--- src/rtl/bayes_pkg.sv ---
// Shared types and constants for the stochastic Bayesian engine.
package bayes_pkg;

  typedef enum logic [1:0] {
    IDLE  = 2'd0,
    FETCH = 2'd1,
    RUN   = 2'd2,
    DONE  = 2'd3
  } state_e;

  localparam logic [1:0] W_PRIOR  = 2'd0;
  localparam logic [1:0] W_LIK_H  = 2'd1;
  localparam logic [1:0] W_LIK_NH = 2'd2;

  localparam int LFSR_W = 24;
  // Taps 24,23,22,17 (1-based) of a maximal-length Fibonacci LFSR.
  localparam logic [LFSR_W-1:0] LFSR_TAPS    = 24'hE10000;
  localparam logic [LFSR_W-1:0] DEFAULT_SEED = 24'h5A3C96;

  function automatic logic [LFSR_W-1:0] lfsr_next(input logic [LFSR_W-1:0] s);
    return {s[LFSR_W-2:0], ^(s & LFSR_TAPS)};
  endfunction

endpackage

--- src/rtl/bayes_lfsr24.sv ---
// 24-bit Fibonacci LFSR; load has priority over advance.
module bayes_lfsr24
  import bayes_pkg::*;
#(
  parameter logic [LFSR_W-1:0] RESET_SEED = DEFAULT_SEED
) (
  input  logic              clk,
  input  logic              rst_n,
  input  logic              load,
  input  logic [LFSR_W-1:0] seed,
  input  logic              en,
  output logic [LFSR_W-1:0] q
);

  logic [LFSR_W-1:0] q_q, q_d;

  always_comb begin
    q_d = q_q;
    if (load) begin
      q_d = seed;
    end else if (en) begin
      q_d = lfsr_next(q_q);
    end
  end

  always_ff @(posedge clk) begin
    if (!rst_n) begin
      q_q <= RESET_SEED;
    end else begin
      q_q <= q_d;
    end
  end

  assign q = q_q;

endmodule

--- src/rtl/bayes_stoch_engine.sv ---
// Fetches prior and two likelihoods from the weight SRAM, then runs a
// stochastic pass producing numerator/alternative event counts.
module bayes_stoch_engine
  import bayes_pkg::*;
#(
  parameter int                WORD_SIZE  = 8,
  parameter int                STREAM_LEN = 256,
  parameter logic [LFSR_W-1:0] LFSR_SEED  = DEFAULT_SEED,
  localparam int               CNT_W      = $clog2(STREAM_LEN + 1)
) (
  input  logic                 clk,
  input  logic                 rst_n,
  input  logic                 start,
  output logic                 busy,
  output logic                 done,
  output logic [1:0]           word_sel,
  input  logic [WORD_SIZE-1:0] data_in,
  output logic [CNT_W-1:0]     num_count,
  output logic [CNT_W-1:0]     alt_count
);

  generate
    if (LFSR_SEED == '0) begin : g_bad_seed
      $error("bayes_stoch_engine: LFSR_SEED must be non-zero");
    end
    if (WORD_SIZE != 8) begin : g_bad_width
      $error("bayes_stoch_engine: only WORD_SIZE=8 is supported");
    end
    if (STREAM_LEN < 2 || STREAM_LEN > 65535) begin : g_bad_len
      $error("bayes_stoch_engine: STREAM_LEN out of range 2..65535");
    end
  endgenerate

  localparam logic [CNT_W-1:0] CNT_MAX  = CNT_W'(STREAM_LEN);
  localparam logic [CNT_W-1:0] RUN_LAST = CNT_W'(STREAM_LEN - 1);

  state_e state_q, state_d;

  logic [1:0]           fc_q, fc_d;
  logic [CNT_W-1:0]     rc_q, rc_d;
  logic [WORD_SIZE-1:0] prior_q, prior_d;
  logic [WORD_SIZE-1:0] lik_h_q, lik_h_d;
  logic [WORD_SIZE-1:0] lik_nh_q, lik_nh_d;
  logic [CNT_W-1:0]     num_count_q, num_count_d;
  logic [CNT_W-1:0]     alt_count_q, alt_count_d;

  logic              accept;
  logic              run_en;
  logic [LFSR_W-1:0] lfsr_q;
  logic              h_bit, e1_bit, e0_bit;

  assign accept = (state_q == IDLE) && start;
  assign run_en = (state_q == RUN);

  bayes_lfsr24 #(
    .RESET_SEED(LFSR_SEED)
  ) u_lfsr (
    .clk  (clk),
    .rst_n(rst_n),
    .load (accept),
    .seed (LFSR_SEED),
    .en   (run_en),
    .q    (lfsr_q)
  );

  assign h_bit  = lfsr_q[7:0]   < prior_q;
  assign e1_bit = lfsr_q[15:8]  < lik_h_q;
  assign e0_bit = lfsr_q[23:16] < lik_nh_q;

  // FSM: state register
  always_ff @(posedge clk) begin
    if (!rst_n) begin
      state_q <= IDLE;
    end else begin
      state_q <= state_d;
    end
  end

  // FSM: next state
  always_comb begin
    state_d = state_q;
    case (state_q)
      IDLE:    if (start) state_d = FETCH;
      FETCH:   if (fc_q == 2'd3) state_d = RUN;
      RUN:     if (rc_q == '0) state_d = DONE;
      DONE:    state_d = IDLE;
      default: state_d = IDLE;
    endcase
  end

  // FSM: outputs; word_sel saturates at the last operand so fc=3 re-reads it.
  always_comb begin
    busy     = 1'b0;
    done     = 1'b0;
    word_sel = W_PRIOR;
    case (state_q)
      FETCH: begin
        busy = 1'b1;
        case (fc_q)
          2'd0:    word_sel = W_PRIOR;
          2'd1:    word_sel = W_LIK_H;
          default: word_sel = W_LIK_NH;
        endcase
      end
      RUN:     busy = 1'b1;
      DONE:    done = 1'b1;
      default: ;
    endcase
  end

  // SRAM data lags word_sel by one cycle, hence capture at fc = index+1.
  always_comb begin
    fc_d        = fc_q;
    rc_d        = rc_q;
    prior_d     = prior_q;
    lik_h_d     = lik_h_q;
    lik_nh_d    = lik_nh_q;
    num_count_d = num_count_q;
    alt_count_d = alt_count_q;
    if (accept) begin
      fc_d        = 2'd0;
      num_count_d = '0;
      alt_count_d = '0;
    end
    if (state_q == FETCH) begin
      fc_d = fc_q + 2'd1;
      if (fc_q == W_PRIOR + 2'd1)  prior_d  = data_in;
      if (fc_q == W_LIK_H + 2'd1)  lik_h_d  = data_in;
      if (fc_q == W_LIK_NH + 2'd1) lik_nh_d = data_in;
      if (fc_q == 2'd3)            rc_d     = RUN_LAST;
    end
    if (run_en) begin
      if (rc_q != '0) rc_d = rc_q - CNT_W'(1);
      if (h_bit && e1_bit && (num_count_q != CNT_MAX)) begin
        num_count_d = num_count_q + CNT_W'(1);
      end
      if (!h_bit && e0_bit && (alt_count_q != CNT_MAX)) begin
        alt_count_d = alt_count_q + CNT_W'(1);
      end
    end
  end

  always_ff @(posedge clk) begin
    if (!rst_n) begin
      fc_q        <= 2'd0;
      rc_q        <= '0;
      prior_q     <= '0;
      lik_h_q     <= '0;
      lik_nh_q    <= '0;
      num_count_q <= '0;
      alt_count_q <= '0;
    end else begin
      fc_q        <= fc_d;
      rc_q        <= rc_d;
      prior_q     <= prior_d;
      lik_h_q     <= lik_h_d;
      lik_nh_q    <= lik_nh_d;
      num_count_q <= num_count_d;
      alt_count_q <= alt_count_d;
    end
  end

  assign num_count = num_count_q;
  assign alt_count = alt_count_q;

endmodule

--- config.mk ---
export PLATFORM = sky130hd
export DESIGN_NAME = bayes_stoch_engine
export DESIGN_NICKNAME = d
export VERILOG_FILES = /design/src/rtl/bayes_pkg.sv /design/src/rtl/bayes_lfsr24.sv /design/src/rtl/bayes_stoch_engine.sv
export SDC_FILE = /design/constraint.sdc
export NUM_CORES = 1
export LEC_CHECK = 0
export CORE_UTILIZATION = 62
export DETAILED_ROUTE_END_ITERATION = 10
export PLACE_DENSITY = 0.81
export SYNTH_ARGS = -nofsm -noshare
export SYNTH_HDL_FRONTEND = slang
export SYNTH_SLANG_ARGS = --single-unit
--- constraint.sdc ---
create_clock -name clk -period 4.9 [get_ports clk]
set_input_delay 0.735 -clock clk [delete_from_list [all_inputs] [get_ports clk]]
set_output_delay 0.735 -clock clk [all_outputs]
set_load 0.01 [all_outputs]
==> results by group <==
Outcome
  – Status: finished, final reports clean

Floorplanning
  – Core area: roughly 6300 sq um
  – Die X: slightly above 80 um
  – Die Span Y: ~83 um
  – Starting Density: 63.9%
  – # rows: 29
  – DIE AREA: 6840 sq um
  – I/O pins: 33

GRT
  – Largest net degree at the start of global routing: 34
  – Vias in the first global route: about 3100
  – Total grt overflow: 0
  – Total GRT Usage: ~27%
  – Initial antenna violation count: 0
  – First-pass GRT wire length: approximately 14 mm

Cells and area
  – Commonest non-fill, non-tap cell in the layout: nand2_1
  – Diodes inserted: 0
  – Layout cells sized above 1: around 6.1%
  – Area Overhead vs Synth: 14.2%
  – Fin area: 4610 sq um
  – Core Util, Final: about three quarters
  – # nets final: 546
  – Most frequent cells in the layout: nand2_1, dfxtp_1, mux2i_1, ha_1, inv_1

Yosys
  – Part of the Yosys area used for sequential elements: 39.2%
  – Ranking of synthesized cells by area: dfxtp_1, ha_1, mux2i_1, nand2_1, a21oi_1
  – Number of synthesized register bits: 79
  – Syn Nets: 520
  – Distinct cells, synth: 44
  – Post-synth ARST share: 0%
  – Largest area contributor in the netlist: dfxtp_1
  – Number of enable flip-flop cells after synthesis: 0
  – Yosys warns: 0
  – Synthesized area: about 4000 sq um
  – Synth Flop Type: dfxtp_1
  – Syn_area_per_cell: 8.52 sq um
  – Top-area cell type share of the netlist area: 39.2%
  – Synth Instances: between 400 and 500

Clock network
  – CTS Hold Buffers Added: 0
  – TritonCTS clock tree: done
  – CTS max path bufs: 2
  – Clock slew seen by the registers of the worst setup and hold paths: ~80 ps
  – CTS Buf Count: 9
  – Clk_lat worst skew: 360 ps
  – Clk sink count: between 70 and 80
  – H-tree Lvls: 3
  – CTS root buffer: clkbuf_8
  – Post-CTS resize count: 0
  – Setup Fix Bufs, Post-CTS: 0

STA
  – Period utilisation layout: between 60 and 70%
  – FMAX: 0.309 GHz
  – Setup Viol. Count Final: 0
  – Fin Setup TNS: 0 ps
  – Final min period: between 3000 and 4000 ps
  – Smallest hold slack: 463 ps
  – Slew headroom: 24.3%
  – Max-slew violations: 0
  – RSZ-0062 raised after global routing: false
  – Worst-Margin Slew: between 1000 and 1500 ps
  – Clock Skew: 7.92 ps
  – Slack of the critical path: between 1500 and 2000 ps
  – Final Hold Viols: 0

Worst setup path
  – Crit path to: word_sel[0]
  – Worst EP arrival: between 2000 and 3000 ps
  – RR Endpoint: num_count[0]$_SDFF_PN0_
  – R2R depth: 7
  – CP Launch Type: register
  – CP endpoint kind: output pin
  – Reg2reg start: state_q[0]$_SDFFE_PN0P_
  – Crit Path Class: register to output pin
  – Crit path max fanout: 18
  – CP Data Required Time: between 4000 and 5000 ps
  – R2r setup slk: approximately 2300 ps
  – Critical path launch point: state_q[1]$_SDFFE_PN0P_

Route
  – DR vias/cell: between 5 and 6
  – Initial DRT Pass Iterations: 4
  – Initial DRC Count: 119
  – Via count: about 3300
  – Avg WL per Cell: between 10 and 15 um
  – DRT antenna net count: 0
  – Drc violations: 0
  – Drt total wl: between 8 and 9 mm

Worst hold path
  – HP Class: register to register
  – Beginning of the worst hold path: lik_h_q[3]$_SDFFE_PN0P_

Job
  – Number of max-cap violations: 0

Power
  – Pwr Density: about 390 nW/um^2
  – Pleak: roughly 1.8 nW
  – Maximum vdd ir drop: 0.461 mV

Place
  – Port bufs: 32
  – Cell Area, Placed: ~4400 sq um
  – DP Wirelength: about 5.9 mm
  – Gp weighted congestion: between 0.8 and 0.9
  – DP Worst Slack: around 2100 ps
## routing by layer
layer / part of all wire (%) / global-route usage [%]
met1: 46 / 32.7
met3: 3.8 / 4.51
met4: 2.0 / 13.1
met2: 48 / 45.7
met5: 0 / 0
## registers in the layout (all words and copies together) (netlist names)
register,flops
u_lfsr.q,24
rc_q,9
prior_q,8
lik_nh_q,8
fc_q,2
lik_h_q,8
num_count,9
alt_count,9
state_q,2
## through the flow
| stage | cells | total power (W) |
|---|---|---|
| finish | 582 | 0.00179 |
| global route | 582 | 0.00189 |
| CTS | 582 | 0.00179 |
| detailed placement | 566 | 0.00127 |
| global placement | 566 | 0.00125 |
| floorplan | 474 | 0.00115 |
## area by class of cell
type                       instances  area, sq um
fill                             502         1700
clock inverter                     7         87.6
clock buffer                       9          124
tap                               77         96.3
multi-input combinational        338         2230
inverter                          36          135
sequential                        79         1580
timing repair buffer              36          350
## how the worst min path moves through the flow
stage                                     endpoint  slack (ps)  depth (start not counted)
after CTS                  lik_h_q[3]$_SDFFE_PN0P_         460                          2
after detailed placement  lik_nh_q[0]$_SDFFE_PN0P_         450                          2
after floorplan                 rc_q[8]$_SDFF_PN0_         420                          2
after global placement          rc_q[8]$_SDFF_PN0_         430                          2
after global routing       lik_h_q[5]$_SDFFE_PN0P_         490                          2
final                      lik_h_q[3]$_SDFFE_PN0P_         460                          2
## power by group
group | switching, W | leakage (nW) | internal (W) | total (W)
registers | 0.0000518 | 0.638 | 0.000699 | 0.000751
clock network | 0.000240 | 0.109 | 0.000283 | 0.000523
logic | 0.000287 | 1.01 | 0.000226 | 0.000513
total | 0.000579 | 1.76 | 0.00121 | 0.00179
## synthesized netlist by cell type, drive strengths merged, types with 3 or more instances
master	count
xor2	11
a211oi	6
ha	35
xnor2	9
nand3	15
a311oi	3
o221a	3
dfxtp	79
a21oi	32
mux2i	41
o21ai	6
nand4	3
nor3	6
nor3b	4
nor4	3
inv	34
nand2	105
clkbuf	14
nor2	29
or2	4
buf	7
## cell families (layout without fill, tap and decap cells)
logic type | after synthesis | count (layout) | synth area share (%)
AOI/OAI and AO/OA | 62 | 62 | 10.4
xor gates and xnor gates | 20 | 20 | 4.34
muxes | 41 | 41 | 10.2
and+or+nand+nor | 180 | 180 | 19.5
buffers and inverters | 57 | 88 | 5.55
adders and majority gates | 35 | 35 | 10.8
DFF | 79 | 79 | 39.2
## critical path: stages (launching register included)
cell and delay [ps]:
dfxtp_1 330, inv_1 120, ha_1 570, nand2_1 330, clkinv_1 220, clkdlybuf4s50_1 570
Power figures use the tool's default switching activity.
